### config.mk
export PLATFORM = sky130hd
export DESIGN_NAME = ram_arbiter
export DESIGN_NICKNAME = d
export VERILOG_FILES = /design/src/rtl/ram_arb_pkg.sv /design/src/rtl/ram_arb_rd_pipe.sv /design/src/rtl/ram_arbiter.sv
export SDC_FILE = /design/constraint.sdc
export NUM_CORES = 1
export LEC_CHECK = 0
export CAP_MARGIN = 20
export CORE_UTILIZATION = 28
export DETAILED_ROUTE_END_ITERATION = 10
export GPL_ROUTABILITY_DRIVEN = 0
export GPL_TIMING_DRIVEN = 0
export HOLD_SLACK_MARGIN = 0.05
export PLACE_DENSITY = 0.81
export SYNTH_ARGS = -nofsm -noshare
export SYNTH_HDL_FRONTEND = slang
export SYNTH_SLANG_ARGS = --single-unit
### constraint.sdc
create_clock -name clk_i -period 1.6 [get_ports clk_i]
set_input_delay 0.32 -clock clk_i [delete_from_list [all_inputs] [get_ports clk_i]]
set_output_delay 0.32 -clock clk_i [all_outputs]
set_load 0.03 [all_outputs]
### src/rtl/ram_arb_pkg.sv
// Shared types and defaults for the two-port RAM arbiter.
//   ADDR_W_DEF / DATA_W_DEF : default RAM address / data widths
//   port_id_t               : requester index (0 = CPU core, 1 = IO/DMA loader)
//   arb_state_t             : arbiter FSM states
//   rd_entry_t              : one slot of the read-return pipe
package ram_arb_pkg;

  localparam int unsigned ADDR_W_DEF = 16;
  localparam int unsigned DATA_W_DEF = 8;

  typedef logic port_id_t;

  typedef enum logic {
    ARB,
    LOCKED
  } arb_state_t;

  typedef struct packed {
    logic     valid;
    port_id_t port;
  } rd_entry_t;

endpackage

### src/rtl/ram_arb_rd_pipe.sv
// Read-return pipe: delays a {valid, port} tag by RD_LAT cycles so read data
// coming back from the RAM can be steered to the port that issued the read.
//   clk_i    : system clock
//   rst_i    : asynchronous active-high reset, flushes all pending reads
//   push_i   : tag entered on the grant cycle (valid only for granted reads)
//   rvalid_o : one-hot per-port read-valid, RD_LAT cycles after push
module ram_arb_rd_pipe
  import ram_arb_pkg::*;
#(
  parameter int unsigned RD_LAT = 1
) (
  input  logic      clk_i,
  input  logic      rst_i,
  input  rd_entry_t push_i,
  output logic [1:0] rvalid_o
);

  rd_entry_t r_pipe [RD_LAT];
  rd_entry_t w_tail;

  always_ff @(posedge clk_i or posedge rst_i) begin
    if (rst_i) begin
      for (int unsigned i = 0; i < RD_LAT; i++) begin
        r_pipe[i] <= '0;
      end
    end else begin
      r_pipe[0] <= push_i;
      for (int unsigned i = 1; i < RD_LAT; i++) begin
        r_pipe[i] <= r_pipe[i-1];
      end
    end
  end

  always_comb begin
    w_tail   = r_pipe[RD_LAT-1];
    rvalid_o = {w_tail.valid & w_tail.port, w_tail.valid & ~w_tail.port};
  end

endmodule

### src/rtl/ram_arbiter.sv
// Two-port arbiter in front of a single-port byte RAM.
// Round-robin between port 0 (CPU) and port 1 (IO/DMA), optional per-port lock
// for atomic multi-byte sequences with a watchdog, and tagged read return.
//   clk_i, rst_i            : clock, asynchronous active-high reset
//   req_i/we_i/lock_i       : per-port request, write enable, keep-ownership
//   addr{0,1}_i/wdata{0,1}_i: per-port address and write data
//   gnt_o                   : one-hot grant, combinational
//   rvalid_o/rdata_o        : read return, rdata_o is zero unless rvalid_o
//   lock_err_o              : sticky per-port lock-timeout flag
//   ram_address_o/ram_data_o/ram_we_o/ram_data_i : RAM side
module ram_arbiter
  import ram_arb_pkg::*;
#(
  parameter int unsigned ADDR_W   = ADDR_W_DEF,
  parameter int unsigned DATA_W   = DATA_W_DEF,
  parameter int unsigned RD_LAT   = 1,
  parameter int unsigned LOCK_MAX = 8
) (
  input  logic              clk_i,
  input  logic              rst_i,
  input  logic [1:0]        req_i,
  input  logic [1:0]        we_i,
  input  logic [1:0]        lock_i,
  input  logic [ADDR_W-1:0] addr0_i,
  input  logic [ADDR_W-1:0] addr1_i,
  input  logic [DATA_W-1:0] wdata0_i,
  input  logic [DATA_W-1:0] wdata1_i,
  output logic [1:0]        gnt_o,
  output logic [1:0]        rvalid_o,
  output logic [DATA_W-1:0] rdata_o,
  output logic [1:0]        lock_err_o,
  output logic [ADDR_W-1:0] ram_address_o,
  output logic [DATA_W-1:0] ram_data_o,
  output logic              ram_we_o,
  input  logic [DATA_W-1:0] ram_data_i
);

  arb_state_t r_state, w_state_nxt;
  port_id_t   r_owner, w_owner_nxt;
  port_id_t   r_last,  w_last_nxt;
  logic [7:0] r_cnt,   w_cnt_nxt;
  logic [1:0] r_lock_err, w_lock_err_nxt;

  logic [1:0] w_gnt;
  port_id_t   w_sel;
  logic       w_any;
  logic       w_timeout;
  rd_entry_t  w_push;

  assign w_timeout = (r_cnt == 8'(LOCK_MAX - 1));

  // Grant pick. Held at zero during reset so the RAM side goes quiet at once.
  always_comb begin
    w_gnt = '0;
    w_sel = 1'b0;
    if (!rst_i) begin
      unique case (r_state)
        ARB: begin
          if (req_i[0] && req_i[1]) begin
            w_sel        = ~r_last;
            w_gnt[w_sel] = 1'b1;
          end else if (req_i[0]) begin
            w_sel    = 1'b0;
            w_gnt[0] = 1'b1;
          end else if (req_i[1]) begin
            w_sel    = 1'b1;
            w_gnt[1] = 1'b1;
          end
        end
        LOCKED: begin
          // Non-owner is held off even while the owner is idle.
          if (req_i[r_owner]) begin
            w_sel          = r_owner;
            w_gnt[r_owner] = 1'b1;
          end
        end
        default: ;
      endcase
    end
  end

  assign w_any = |w_gnt;
  assign gnt_o = w_gnt;

  always_comb begin
    ram_we_o      = 1'b0;
    ram_address_o = '0;
    ram_data_o    = '0;
    if (w_any) begin
      ram_we_o      = we_i[w_sel];
      ram_address_o = w_sel ? addr1_i : addr0_i;
      ram_data_o    = w_sel ? wdata1_i : wdata0_i;
    end
  end

  always_comb begin
    w_state_nxt    = r_state;
    w_owner_nxt    = r_owner;
    w_last_nxt     = r_last;
    w_cnt_nxt      = r_cnt;
    w_lock_err_nxt = r_lock_err;
    if (w_any) begin
      w_last_nxt = w_sel;
    end
    unique case (r_state)
      ARB: begin
        if (w_any && lock_i[w_sel]) begin
          w_state_nxt = LOCKED;
          w_owner_nxt = w_sel;
          w_cnt_nxt   = '0;
        end
      end
      LOCKED: begin
        w_cnt_nxt = r_cnt + 8'd1;
        // Only the owner can be granted here, so a dropped lock_i covers both
        // "granted without lock" and "idle without lock" exits.
        if (w_timeout || !lock_i[r_owner]) begin
          w_state_nxt = ARB;
          w_cnt_nxt   = '0;
          w_last_nxt  = r_owner;
          if (w_timeout) begin
            w_lock_err_nxt[r_owner] = 1'b1;
          end
        end
      end
      default: begin
        w_state_nxt = ARB;
      end
    endcase
  end

  always_ff @(posedge clk_i or posedge rst_i) begin
    if (rst_i) begin
      r_state    <= ARB;
      r_owner    <= 1'b0;
      r_last     <= 1'b1;
      r_cnt      <= '0;
      r_lock_err <= '0;
    end else begin
      r_state    <= w_state_nxt;
      r_owner    <= w_owner_nxt;
      r_last     <= w_last_nxt;
      r_cnt      <= w_cnt_nxt;
      r_lock_err <= w_lock_err_nxt;
    end
  end

  assign lock_err_o = r_lock_err;

  always_comb begin
    w_push       = '0;
    w_push.valid = w_any & ~we_i[w_sel];
    w_push.port  = w_sel;
  end

  ram_arb_rd_pipe #(
    .RD_LAT (RD_LAT)
  ) u_rd_pipe (
    .clk_i    (clk_i),
    .rst_i    (rst_i),
    .push_i   (w_push),
    .rvalid_o (rvalid_o)
  );

  assign rdata_o = (|rvalid_o) ? ram_data_i : '0;

endmodule

# Yosys cells after proc, flatten, opt, wreduce, memory -nomap -nowiden
# Index checks and enable logic that the tools add are counted.
# Widths: inputs -> output; s select.
# op_classes
add_sub_neg	1
mul	0
n_div	0
n_lt_le_gt_ge	5
n_eq_ne	2
shifts	0
n_mux	38
bitwise	8
reduce_logical	10
# op_table
op	n
$mux 8	5
$mux 16	2
$mux 1	22
$pmux 8 s2	1
$add 8x1->8 const B	1
$eq 8x3->1 const B	1
$lt 1x2->1 const B	3
$mux 2	3
$logic_and 1x1->1	4
$not 1->1	4
$pmux 1 s2	2
$pmux 2 s2	1
$reduce_or 2->1	2
$and 1x1->1	3
$reduce_and 3->1	1
$demux 1 s1	2
$ge 1x1->1 const B	2
$ne 2x2->1 const B	1
$or 2x2->2	1
$reduce_and 2->1	1
$logic_not 1->1	1
$logic_or 1x1->1	1
# totals
ff_bits	15
latch_bits	0
ramBits	0
mem_bits_ro	0
input_bits	64
n_memories	0

# Depth between registers and ports, before layout
# logic_depth
word_depth	12
mapped_depth	7
mapped_depth_nobuf	5

# Cells and area by module
# Synthesis repeated with hierarchy kept, for this count alone.
# hier_totals
hier_cells	124
hier_area_um2	1191.1
# modules_own_cells
module	n_inst	cells_each	area_each_um2	seq_area_each_um2
ram_arbiter	1	119	1121.1	326.6
ram_arb_rd_pipe	1	5	70.1	50.0

# Worst setup path before layout
# No wires, ideal clock.
# synth_path
kind	reg-to-output
start	register r_state
end	output ram_address_o[0]
arrival_ps	1822
slack_ps	-542
stages_incl_launch_ff	7
path_buffers	3
path_cell_list	dfrtp_1 buf_2 nand2_1 o211a_1 buf_2 buf_1 a22o_1
# synth_between
elab_chain_len	5
elab_cells_between_ends	8
# synth_lines
element	line_no	source
start, declared	ram_arbiter.sv:38	arb_state_t r_state, w_state_nxt;
start signal, assigned	ram_arbiter.sv:140	r_state <= w_state_nxt;
$not 1->1	--	
$pmux 2 s2 *	ram_arbiter.sv:57	unique case (r_state)
$mux 2 *	ram_arbiter.sv:56	if (!rst_i) begin
named net gnt_o[0]	ram_arbiter.sv:28	output logic [1:0] gnt_o,
$reduce_or 2->1 *	ram_arbiter.sv:82	assign w_any = |w_gnt;
$mux 16 *	ram_arbiter.sv:89	if (w_any) begin
end, declared	ram_arbiter.sv:32	output logic [ADDR_W-1:0] ram_address_o,
# Mark *: on every way through the listed nets, which the timed path passes. The rest lies on a longest branch.

# Worst setup path after layout
# layout_path
start	register r_last
end	output ram_address_o[4]
# layout_between
elab_chain_len	10
elab_cells_between_ends	15
# layout_lines
element	line_no	source
start, declared	ram_arbiter.sv:40	port_id_t r_last, w_last_nxt;
start signal, assigned	ram_arbiter.sv:142	r_last <= w_last_nxt;
$not 1->1 *	ram_arbiter.sv:60	w_sel = ~r_last;
$lt 1x2->1 (not written as such) or $ge 1x1->1 (tied branches)	ram_arbiter.sv:61	w_gnt[w_sel] = 1'b1;
$logic_and 1x1->1 (not written as such)	ram_arbiter.sv:61	
$mux 1 (not written as such)	ram_arbiter.sv:61	
$demux 1 s1	ram_arbiter.sv:61	
$mux 2	ram_arbiter.sv:59	if (req_i[0] && req_i[1]) begin
$pmux 2 s2	ram_arbiter.sv:57	
$mux 2	ram_arbiter.sv:56	
$reduce_or 2->1	ram_arbiter.sv:82	
$mux 16 *	ram_arbiter.sv:89	
# Mark *: on every way between the ends. The rest lies on a longest branch, timed or not.

==> summary.txt <==
Worst setup path
  – Crit path DAT: approximately 1800 ps
  – RR Endpoint: r_cnt[6]
  – Worst Setup EP: ram_address_o[4]
  – Worst setup EP type: primary output
  – Worst setup SP type: register
  – R2R cell count: 4
  – Required @ worst endpoint: 1280 ps
  – Crit Path Max Fanout: 7
  – FF-to-FF setup slack: -180 ps
  – RR Startpoint: r_cnt[4]
  – Crit path launch: r_last
  – Worst Path Class, Setup: reg -> out

Synth
  – Largest family of logic cells by synthesized area: compound AO/OA/AOI/OAI gates
  – Leading area contributor after synthesis: dfrtp_1
  – Post-Synth XOR/XNOR Area: 0.7568%
  – #FFs+latches synth: 15
  – EDFF count, synth: 0
  – Multiplexer area fraction after synthesis: 1.946%
  – Syn avg cell area: between 9 and 10 µm²
  – Post-Synth Adder-Cell Area: 1.081%
  – Ys async rst share: 100.0%
  – Post-synthesis cell type count: 43
  – Syn nets: 189
  – Simple-gate area share of the yosys netlist: a little under a fifth
  – Post-synthesis instance total: 124
  – Top-area cell type share of the netlist area: 30.27%
  – Sequential fraction of the synthesis area: 32.54%
  – Mapped cell area: 0.001157 mm²
  – Yosys warning total: 0
  – Synth Area in Compound Gates: 40.00%
  – Post-synth top flop: dfrtp_1
  – Synth area leaders: dfrtp_1 (30%), a22o_1 (19%), and2_1 (4.9%), dfstp_2 (2.3%), inv_1 (1.9%)

Floorplanning
  – Starting Density: 29.14%
  – Die H: 66.29 µm
  – Full die area: 0.004394 mm²
  – I/O pin cnt: 103
  – Die X: 66.29 µm
  – FP Rows: 23
  – Core ar.: 0.003971 mm²

Cells and area
  – Layout area overhead: 154.1%
  – Number of diodes: 0
  – Fin cells: 308
  – Commonest non-fill, non-tap cells in the layout: clkdlybuf4s50_1 (60), buf_6 (36), a22o_4 (20)
  – Layout cell share with drive strength beyond 1: approximately 45%
  – Nets: ~320
  – Most common cell after layout, fill and taps aside: clkdlybuf4s50_1

Timing
  – Fin Hold WS: 340.2 ps
  – Setup_tns: -13710 ps
  – Clock Skews: 3.838 ps
  – Rel. slew slack: 61.32%
  – Tmin final: 2117 ps
  – RSZ-0062 raised after global routing: true
  – Final Hold Fails: 0
  – Fmax: about 0.47 GHz
  – Final worst setup slack: -516.9 ps
  – Slew at the pin with the worst max-slew slack: 579.5 ps
  – Setup violators final: 37
  – Final Max Tran Viols: 0
  – Crit share post-route: 132.3%

CTS
  – Clock root buffer: clkbuf_8
  – H-tree levels: 1
  – Hold buffers post-CTS: 0
  – Clock Path Buffers: 2
  – Clock buffer count from CTS: 3
  – Clk pin slew, worst setup/hold paths: 60 ps
  – CTS tree: done
  – Skew-Pair Late Insertion Delay: 240 ps
  – CTS Sinks: 15

Routing
  – Vias: 1597
  – Drt wl/cell: 18.03 µm
  – DRT Pass-1 Iters: 6
  – Vias per Instance: 5.185
  – Drt initial violations: 30
  – Antenna-violating nets left: 0
  – Drt drc: 0
  – Post-Route WL: 5552 µm

Pwr
  – Worst vdd ir: 833.4 µV
  – Pwr Total: 2.856 mW
  – Leak Pwr: 1.404 nW
  – Pwr Density: 971.5 mW/mm²

Placed design
  – Post-place setup slack: -1090 ps
  – Post-DP HPWL: 3406 µm
  – IO Port Bufs: 102
  – Post-Place Cells: 276

Global route
  – Initial antenna violation count: 0
  – Vias in the first global route: around 1400
  – Grt total ovfl: 0
  – GR met3 Demand/Resource: under 10%
  – Global-route usage over all layers: about a fifth
  – Routing usage on met1: 27.71%
  – First-pass GRT wire length: around 7300 µm
  – Met2 Resource Use GR: 36.73%
  – Most Crowded Layer GR: met2
  – Largest net degree at the start of global routing: 16

Run
  – Max-cap check violation count: 0

Outcome
  – Failing checks: negative setup slack
  – Status: finished with violations

Hold path
  – Worst Hold Class: in -> async
## logic make-up after synthesis
group,count (synthesis)
muxes,2
and+or+nand+nor,37
adders and majority gates,1
AOI/OAI and AO/OA,54
buffers and inverters,14
xor gates and xnor gates,1
DFF,15
## state kept, by name (all words and copies together), names as in the netlist
register,flops
r_cnt,8
lock_err_o,2
u_rd_pipe.r_pipe,2
r_last,1
r_owner,1
r_state,1
## cell type report
| cell class | instances | area, µm² |
|---|---|---|
| Clock buffer | 4 | 45.04 |
| Sequential cell | 15 | 377.9 |
| Timing Repair Buffer | 130 | 1320 |
| Buffer | 8 | 125.1 |
| Tap cell | 50 | 62.56 |
| Inverter | 6 | 22.52 |
| Fill cell | 264 | 1031 |
| Multi-Input combinational cell | 95 | 987.2 |
## worst max-delay path, stage by stage (launching register included)
cell and delay, ps:
dfstp_2 550, nand2_2 70, o211a_1 250, buf_6 160, clkbuf_16 160, a22o_4 240, buf_6 130
## stage by stage
stage | instance area (µm²) | util (%)
5_1_grt | 2940 | 74.04
4_1_cts | 2823 | 71.08
6_report | 2940 | 74.04
3_3_place_gp | 2471 | 62.22
3_5_place_dp | 2471 | 62.22
2_1_floorplan | 1388 | -
## synth_stat cells (2+ instances only)
cell / count
a211o_1: 2
a21oi_1: 3
a22o_1: 25
a22o_2: 2
and2_1: 9
and3_1: 3
buf_1: 2
buf_2: 4
dfrtp_1: 14
inv_1: 6
mux2_2: 2
nand2_1: 5
nand2b_1: 3
nand3_1: 4
nor2_1: 2
nor2b_1: 3
nor3_1: 3
o211a_1: 2
o21a_1: 2
o21bai_1: 2
o22ai_1: 3
o2bb2ai_1: 2
## power by group
group / total, mW / internal [mW] / leakage (nW) / switching, mW
Sequential: 0.515 / 0.450 / 0.199 / 0.0650
Combinational: 2.04 / 1.11 / 1.18 / 0.936
Clock: 0.299 / 0.176 / 0.0228 / 0.123
Total: 2.86 / 1.73 / 1.40 / 1.12
## what timing repair did
action	4_1_cts	5_1_grt
pin swaps	16	8
endpoints found under the setup margin	46	49
cloned	5	1
buffers inserted	15	9
resized for setup	227	33
## routing by layer
metal | vias up | part of all wire [%]
met3 | 8 | 5.8
met5 | - | 0
met1 | 780 | 40
met2 | 58 | 53
met4 | 0 | 1.3
li1 | 751 | -
## worst min-delay path by stage
| stage | endpoint | depth (start not counted) |
|---|---|---|
| finish | r_cnt[4] | 2 |
| global route | r_cnt[5] | 2 |
| CTS | r_cnt[5] | 2 |
| detailed placement | lock_err_o[1] | 1 |
| global placement | lock_err_o[1] | 1 |
| floorplan | lock_err_o[0] | 1 |
(Power assumes the default switching activity.)
